## src/rtl/register_file.sv

```systemverilog
// 8 x 16-bit register file: one synchronous write port, two combinational read ports.
// All state updates on the falling edge of clk_n; no hard-wired zero register.
module register_file #(
  parameter int DATA_W = 16,
  parameter int ADDR_W = 3
) (
  input  logic              clk_n,
  input  logic              rst,
  input  logic [ADDR_W-1:0] Waddr,
  input  logic [DATA_W-1:0] WData,
  input  logic              WE,
  input  logic [ADDR_W-1:0] Aaddr,
  input  logic [ADDR_W-1:0] Baddr,
  output logic [DATA_W-1:0] AData,
  output logic [DATA_W-1:0] BData
);

  localparam int DEPTH = 1 << ADDR_W;

  logic [DEPTH-1:0]             w_wr_en;
  logic [DEPTH-1:0][DATA_W-1:0] w_regs;

  generate
    for (genvar gi = 0; gi < DEPTH; gi++) begin : g_reg
      logic [DATA_W-1:0] r_q;

      // WE gates the decode so an unknown Waddr cannot disturb state while idle.
      assign w_wr_en[gi] = WE && (Waddr == ADDR_W'(gi));

      always_ff @(negedge clk_n) begin
        if (rst) begin
          r_q <= '0;
        end else if (w_wr_en[gi]) begin
          r_q <= WData;
        end
      end

      assign w_regs[gi] = r_q;
    end
  endgenerate

  // Read ports come straight from storage: no bypass of WData.
  assign AData = w_regs[Aaddr];
  assign BData = w_regs[Baddr];

endmodule

```

## config.mk

```make
export PLATFORM = sky130hd
export DESIGN_NAME = register_file
export DESIGN_NICKNAME = d
export VERILOG_FILES = /design/src/rtl/register_file.sv
export SDC_FILE = /design/constraint.sdc
export NUM_CORES = 1
export LEC_CHECK = 0
export ABC_AREA = 1
export BUFFER_PORTS_ARGS = -buffer_cell sky130_fd_sc_hd__buf_2
export CAP_MARGIN = 20
export CORE_MARGIN = 2
export CORE_UTILIZATION = 50
export DETAILED_ROUTE_END_ITERATION = 10
export GPL_TIMING_DRIVEN = 0
export PLACE_DENSITY = 0.71
export REMOVE_ABC_BUFFERS = 1
export SLEW_MARGIN = 20
export SYNTH_ARGS = -nofsm -noshare
export SYNTH_HDL_FRONTEND = slang
export SYNTH_SLANG_ARGS = --single-unit
```

## constraint.sdc

```tcl
create_clock -name clk_n -period 1.2 [get_ports clk_n]
set_input_delay 0.24 -clock clk_n [delete_from_list [all_inputs] [get_ports clk_n]]
set_output_delay 0.24 -clock clk_n [all_outputs]
set_load 0.01 [all_outputs]
```

==> impl_metrics.env, run 1 <==
export IMPL_synthesis_yosys_warnings=0
export IMPL_synth_ff_latch_count=128
export IMPL_dp_final_hpwl_um=11900
export IMPL_ys_dominant_reg_cell="sky130_fd_sc_hd__dfxtp_1"
export IMPL_postRouteWirelength_um=37900
export IMPL_yosysMostFrequentCell="sky130_fd_sc_hd__nand2_1"
export IMPL_largest_register_ffs=128
export IMPL_r2r_worst_path_cells=3
export IMPL_setup_worst_path_class="register to output port"
export IMPL_floorplan_initialDensity=0.510
export IMPL_timing_critical_path_cells="inv_2 > nand2_1 > nand3_1 > nand2_1 > nand2_1 > nand2_2 > buf_6"
export IMPL_htree_num_levels=4
export IMPL_area_growth_synth_to_final_pct=55.2
export IMPL_layout_setup_ws_ns=-1.23
export IMPL_clk_pin_slew_worst_paths_ns=0.05
export IMPL_pin_count=60
export IMPL_cts_tree="built"
export IMPL_placeable_core_region_mm2=0.0145
export IMPL_critical_path_maximum_fanout=2
export IMPL_route_detailed_wl_per_inst_um=22.3
export IMPL_rsz0062_at_grt="yes"
export IMPL_port_buffers=59
export IMPL_share_of_post_route_cells_with_drive_strength_above_1=0.403
export IMPL_num_vias=10457
export IMPL_synth_top_area_cell="sky130_fd_sc_hd__dfxtp_1"
export IMPL_route_detailed_vias_per_inst=6.14
export IMPL_r2r_setup_slack_ns=0.43
export IMPL_timing_hold_ws_ns=0.457
export IMPL_design_die_area_mm2=0.0157
export IMPL_skew_ns=0
export IMPL_reg_top3="g.r_q (128)"
export IMPL_ant_nets=0
export IMPL_hold_startpoint="g_reg[4].r_q[5]"
export IMPL_synth_cell_area_mm2=0.00738
export IMPL_crit_reg_reg_endpoint="g_reg[7].r_q[3]"
export IMPL_worst_r2r_startpoint="g_reg[7].r_q[3]"
export IMPL_max_stage_delay_ns=0.37
export IMPL_synth_sequential_area_ratio=0.347
export IMPL_num_fill_cells=928
export IMPL_avgSynthCellArea_um2=5.70
export IMPL_number_of_cts_inserted_buffers=17
export IMPL_grt_first_pass_wirelength_um=50200
export IMPL_die_w_um=125
export IMPL_die_y_um=125
export IMPL_power_per_cell_area_mw_per_mm2=1210
export IMPL_max_slew_margin_rel=0.342
export IMPL_worst_path_most_repeated_cell="sky130_fd_sc_hd__nand2_1"
export IMPL_cts_path_max_buffers=2
export IMPL_final_max_slew_viols=0
export IMPL_synth_async_reset_ratio=0
export IMPL_drt_iter0_drcs=1983
export IMPL_multiInputGateArea_mm2=0.00533
export IMPL_detailed_router_iteration_count_before_antenna_repair=8
export IMPL_total_power_mw=13.8
export IMPL_violations="negative setup slack"
export IMPL_synth_common_cells="417 x sky130_fd_sc_hd__nand2_1, 257 x sky130_fd_sc_hd__nor2_1, 137 x sky130_fd_sc_hd__inv_1"
export IMPL_tightestPinTransition_ns=0.986
export IMPL_drt_drc_violations_left=0
export IMPL_dp_cells=1463
export IMPL_num_antenna_cells=0
export IMPL_finalNetCount=1540
export IMPL_synthTopCellsByArea="sky130_fd_sc_hd__dfxtp_1 35%, sky130_fd_sc_hd__nand2_1 21%, sky130_fd_sc_hd__nor2_1 13%, sky130_fd_sc_hd__nand3_1 8.7%, sky130_fd_sc_hd__o21ai_0 8.2%"
export IMPL_max_cap_viol_count=0
export IMPL_status="complete, but fails checks"
export IMPL_worstHoldPathCells=2
export IMPL_total_leakage_power_nw=5.88
export IMPL_min_path_type="register to register"
export IMPL_worstSkewPairLatency_ns=0.46
export IMPL_ir_worst_vdd_v=0.00120
export IMPL_critical_path_startpoint_type="register"
export IMPL_ctsRootBufferMaster="sky130_fd_sc_hd__clkbuf_16"
export IMPL_largest_register="g.r_q"
export IMPL_place_worst_setup_slack_ns=-1.17
export IMPL_critical_path_endpoint_type="output port"
export IMPL_grt_total_usage=0.419
export IMPL_hold_violations=0
export IMPL_grt_overflow_total=0
export IMPL_yosysTopAreaCellShare=0.347
export IMPL_syn_instance_count=1295
export IMPL_area_sequential_mm2=0.00272
export IMPL_number_of_global_route_vias_before_repair=9309
export IMPL_non_filler_cells_final=1704
export IMPL_setup_viol=160
export IMPL_hold_path_end="g_reg[4].r_q[5]"
export IMPL_synth_edff_count=0
export IMPL_cp_arrival_ns=2.19
export IMPL_cts_hold_buffers_added=0
export IMPL_routabilityCongestion=0.781
export IMPL_cp_slowest_cell="sky130_fd_sc_hd__dfxtp_2"
export IMPL_grt_start_max_net_pins=66
export IMPL_cts_sinks=128
export IMPL_timing_critical_path_required_ns=0.96
export IMPL_grt_antenna_before_repair=0
export IMPL_synth_cell_types=18
export IMPL_placement_rows=44
[where the power goes]
part | internal, mW | switching, mW
logic | 0.999 | 1.80
registers | 4.45 | 0.136
clock network | 3.09 | 3.35
total | 8.55 | 5.29
[stage by stage]
stage	TNS, ns	util	instance area [µm²]
floorplan	-179.50	-	7020
global placement	-385.03	0.521	7550
detailed placement	-170.31	0.524	7590
CTS	-55.52	0.709	10300
global route	-71.66	0.791	11500
finish	-69.35	0.791	11500
[cell families after synthesis]
| group | share of synthesized area |
|---|---|
| simple gates | 0.441 |
| flops | 0.347 |
| compound gates | 0.0868 |
| buf+inv | 0.125 |
[worst max-delay path: cells and delay by family (launching register included)]
family                 cells  cell delay (ns)
AND/OR/NAND/NOR            5             0.57
flip-flops                 1             0.37
buffers and inverters      2             0.18
[worst max path at each step]
stage	startpoint	to	slack, ns	depth (start not counted)
2_1_floorplan	rst	g_reg[0].r_q[0]	-1.33	3
3_3_place_gp	rst	g_reg[7].r_q[10]	-2.56	4
3_5_place_dp	Aaddr[1]	AData[11]	-1.17	7
4_1_cts	g_reg[1].r_q[3]	BData[3]	-0.98	7
5_1_grt	g_reg[0].r_q[11]	AData[11]	-1.23	7
6_report	g_reg[0].r_q[11]	AData[11]	-1.23	7
[final cells by class]
type,instances,area share
Sequential cell,128,0.237
Tap cell,184,0.0201
Multi-Input combinational cell,955,0.465
Clock buffer,17,0.0371
Inverter,148,0.0639
Timing Repair inverter,8,0.0151
Clock inverter,138,0.0458
Timing Repair Buffer,126,0.115
[repair_timing]
item / 4_1_cts / 5_1_grt
gates resized for setup: 395 / 373
gates cloned: 25 / 0
pin swaps: 110 / 176
endpoints found under the setup margin: 160 / 160
buffers inserted: 35 / 31
[cells in the final DEF, fill, tap and decap left out]
master,netlist,layout
sky130_fd_sc_hd__buf_8,0,6
sky130_fd_sc_hd__inv_16,0,7
sky130_fd_sc_hd__clkinvlp_4,0,1
sky130_fd_sc_hd__buf_4,5,28
sky130_fd_sc_hd__inv_12,0,3
sky130_fd_sc_hd__inv_8,0,1
sky130_fd_sc_hd__nor2_4,2,73
sky130_fd_sc_hd__nand3_2,0,20
sky130_fd_sc_hd__inv_1,137,203
sky130_fd_sc_hd__buf_16,0,5
sky130_fd_sc_hd__nor2_1,257,126
sky130_fd_sc_hd__buf_2,23,47
sky130_fd_sc_hd__clkbuf_16,0,17
sky130_fd_sc_hd__buf_6,3,19
sky130_fd_sc_hd__dfxtp_2,0,113
sky130_fd_sc_hd__nand2_4,0,5
sky130_fd_sc_hd__clkinv_8,0,1
sky130_fd_sc_hd__bufbuf_16,0,1
sky130_fd_sc_hd__nand2_8,0,17
sky130_fd_sc_hd__o21ai_4,0,3
sky130_fd_sc_hd__clkinvlp_2,0,3
sky130_fd_sc_hd__nand2_2,8,25
sky130_fd_sc_hd__dfxtp_4,0,4
sky130_fd_sc_hd__nand2_1,417,391
sky130_fd_sc_hd__inv_2,9,64
sky130_fd_sc_hd__inv_4,0,6
sky130_fd_sc_hd__o21ai_2,0,56
sky130_fd_sc_hd__nor2_2,2,62
sky130_fd_sc_hd__buf_12,0,20
sky130_fd_sc_hd__o21ai_0,121,14
sky130_fd_sc_hd__dfxtp_1,128,11
sky130_fd_sc_hd__o21ai_1,7,55
sky130_fd_sc_hd__clkinv_16,0,5
sky130_fd_sc_hd__nand3_1,128,108
[layer usage]
layer / share of wire / global-route usage
met3: 0.16 / 0.150
met4: 0.10 / 0.272
met1: 0.32 / 0.511
met5: 0 / 0
met2: 0.41 / 0.622
Power figures use the tool's default switching activity.
==> inputs of run 2 (changes only) <==
--- a/config.mk
+++ b/config.mk
@@ -8,13 +8,14 @@
 export ABC_AREA = 1
 export BUFFER_PORTS_ARGS = -buffer_cell sky130_fd_sc_hd__buf_2
 export CAP_MARGIN = 20
+export CORE_ASPECT_RATIO = 1.75
 export CORE_MARGIN = 2
 export CORE_UTILIZATION = 50
 export DETAILED_ROUTE_END_ITERATION = 10
 export GPL_TIMING_DRIVEN = 0
 export PLACE_DENSITY = 0.71
 export REMOVE_ABC_BUFFERS = 1
-export SLEW_MARGIN = 20
 export SYNTH_ARGS = -nofsm -noshare
 export SYNTH_HDL_FRONTEND = slang
 export SYNTH_SLANG_ARGS = --single-unit
+export TNS_END_PERCENT = 10
==> impl_metrics.env, run 2 (synthesis gave the netlist of run 1 again) <==
export IMPL_layout_setup_ws_ns=-0.989
export IMPL_die_w_um=95.8
export IMPL_dp_final_hpwl_um=13200
export IMPL_reg_top3="g.r_q (128)"
export IMPL_route_detailed_wl_per_inst_um=15.7
export IMPL_timing_critical_path_max_delay_family="simple AND/OR/NAND/NOR gates"
export IMPL_cts_sinks=128
export IMPL_power_switching_mw=4.58
export IMPL_power_share_sequential=0.340
export IMPL_share_of_post_route_cells_with_drive_strength_above_1=0.231
export IMPL_port_buffers=59
export IMPL_cp_slowest_cell="sky130_fd_sc_hd__dfxtp_2"
export IMPL_routabilityCongestion=0.777
export IMPL_layout_common_cells="390 x sky130_fd_sc_hd__nand2_1, 254 x sky130_fd_sc_hd__nor2_1, 203 x sky130_fd_sc_hd__inv_1"
export IMPL_htree_num_levels=4
export IMPL_clk_pin_slew_worst_paths_ns=0.04
export IMPL_grt_antenna_before_repair=0
export IMPL_grt_total_usage=0.333
export IMPL_worst_path_most_repeated_cell="sky130_fd_sc_hd__nand2_1"
export IMPL_critical_path_endpoint_type="output port"
export IMPL_clock_power_share=0.516
export IMPL_totalNegativeSetupSlack_ns=-60.97
export IMPL_violations="negative setup slack"
export IMPL_power_frac_comb=0.144
export IMPL_hold_violations=0
export IMPL_timing_critical_path_required_ns=0.96
export IMPL_placeable_core_region_mm2=0.0144
export IMPL_grt_start_max_net_pins=118
export IMPL_power_per_cell_area_mw_per_mm2=1430
export IMPL_largest_register_ffs=128
export IMPL_setup_viol=160
export IMPL_num_vias=8670
export IMPL_timing_critical_path_cells="inv_2 > nand2_1 > nand3_1 > nand2_1 > nand2_1 > nand2_1 > buf_2"
export IMPL_max_cap_viol_count=0
export IMPL_status="complete, but fails checks"
export IMPL_setup_worst_path_class="register to output port"
export IMPL_final_max_slew_viols=0
export IMPL_wp_buf_inv=2
export IMPL_postLayoutCellArea_mm2=0.00933
export IMPL_critical_path_startpoint_type="register"
export IMPL_worstSkewPairLatency_ns=0.44
export IMPL_tightestPinTransition_ns=0.899
export IMPL_placement_rows=58
export IMPL_timing_hold_ws_ns=0.450
export IMPL_number_of_global_route_vias_before_repair=8293
export IMPL_critical_path_maximum_fanout=2
export IMPL_drt_iter0_drcs=809
export IMPL_min_path_type="register to register"
export IMPL_grt_first_pass_wirelength_um=39900
export IMPL_die_y_um=165
export IMPL_cts_hold_buffers_added=0
export IMPL_cts_tree="built"
export IMPL_largest_register="g.r_q"
export IMPL_drt_drc_violations_left=0
export IMPL_pin_count=60
export IMPL_design_die_area_mm2=0.0158
export IMPL_grt_overflow_total=0
export IMPL_route_detailed_vias_per_inst=5.31
export IMPL_ant_nets=0
export IMPL_finalNetCount=1469
export IMPL_detailed_router_iteration_count_before_antenna_repair=5
export IMPL_cp_arrival_ns=1.95
export IMPL_ctsRootBufferMaster="sky130_fd_sc_hd__clkbuf_16"
export IMPL_floorplan_initialDensity=0.511
export IMPL_ir_worst_vdd_v=0.000826
export IMPL_p_sw_frac=0.344
export IMPL_cell_internal_pwr_mw=8.76
export IMPL_area_growth_synth_to_final_pct=26.5
export IMPL_num_antenna_cells=0
export IMPL_rsz0062_at_grt="yes"
export IMPL_final_design_utilization=0.646
export IMPL_cts_path_max_buffers=2
export IMPL_postRouteWirelength_um=25600
export IMPL_placement_cell_area_mm2=0.00771
export IMPL_max_slew_margin_rel=0.400
export IMPL_final_common_cell="sky130_fd_sc_hd__nand2_1"
export IMPL_total_leakage_power_nw=5.06
export IMPL_max_stage_delay_ns=0.33
export IMPL_skew_ns=0
export IMPL_number_of_cts_inserted_buffers=17
==> run 2: final timing paths <==
path | startpoint | to | slack (ns) | cells past startpoint
worst max register to register | g_reg[7].r_q[13] | g_reg[7].r_q[13] | 0.43 | 3
worst max-delay path | g_reg[6].r_q[11] | BData[11] | -0.99 | 7
worst min-delay path | g_reg[6].r_q[2] | g_reg[6].r_q[2] | 0.45 | 2
worst min register to register | g_reg[6].r_q[2] | g_reg[6].r_q[2] | 0.45 | 2
==> run 2: power by group through the flow <==
stage | clock [mW] | sequential [mW] | combinational, mW
5_1_grt | 7.39 | 4.55 | 2.13
4_1_cts | 6.98 | 4.53 | 1.81
6_report | 6.88 | 4.54 | 1.92
3_3_place_gp | 0.650 | 4.56 | 1.66
3_5_place_dp | 0.650 | 4.56 | 1.71
2_1_floorplan | 0.650 | 4.55 | 1.03
==> run 2: layout make-up <==
cell class / count / area (µm²)
clock buffers: 17 / 425
clock inverters: 143 / 638
fillers: 1381 / 5110
inverters: 148 / 668
multi-input cells: 942 / 4110
flip-flops and latches: 128 / 2690
well taps: 180 / 225
repair buffers: 76 / 577
==> run 2: worst reg2reg max path, cell delays in order (launching register included) <==
cell                      delay, ns
sky130_fd_sc_hd__dfxtp_2       0.31
sky130_fd_sc_hd__buf_4         0.12
sky130_fd_sc_hd__o21ai_0       0.16
sky130_fd_sc_hd__nor2_1        0.06
==> run 2: metal layers <==
layer  vias up  global-route usage  wire length [µm]
li1       4255                   -                 -
met1      3909               0.392              9640
met5         -             0.00694                 0
met4         0               0.184               848
met2       442               0.547             12700
met3        64              0.0794              2420
==> run 2: timing repair <==
item | 4_1_cts | 5_1_grt
pin swaps | 74 | 63
setup buffers | 5 | 5
setup endpoints to repair | 160 | 160
resized for setup | 166 | 123
==> run 2: metrics by stage <==
stage / total power, mW / setup slack (ns) / std cells
floorplan: 6.22 / -1.33 / 1219
global placement: 6.87 / -2.61 / 1458
detailed placement: 6.92 / -1.35 / 1465
CTS: 13.3 / -0.997 / 1629
global route: 14.1 / -1.05 / 1634
finish: 13.3 / -0.989 / 1634
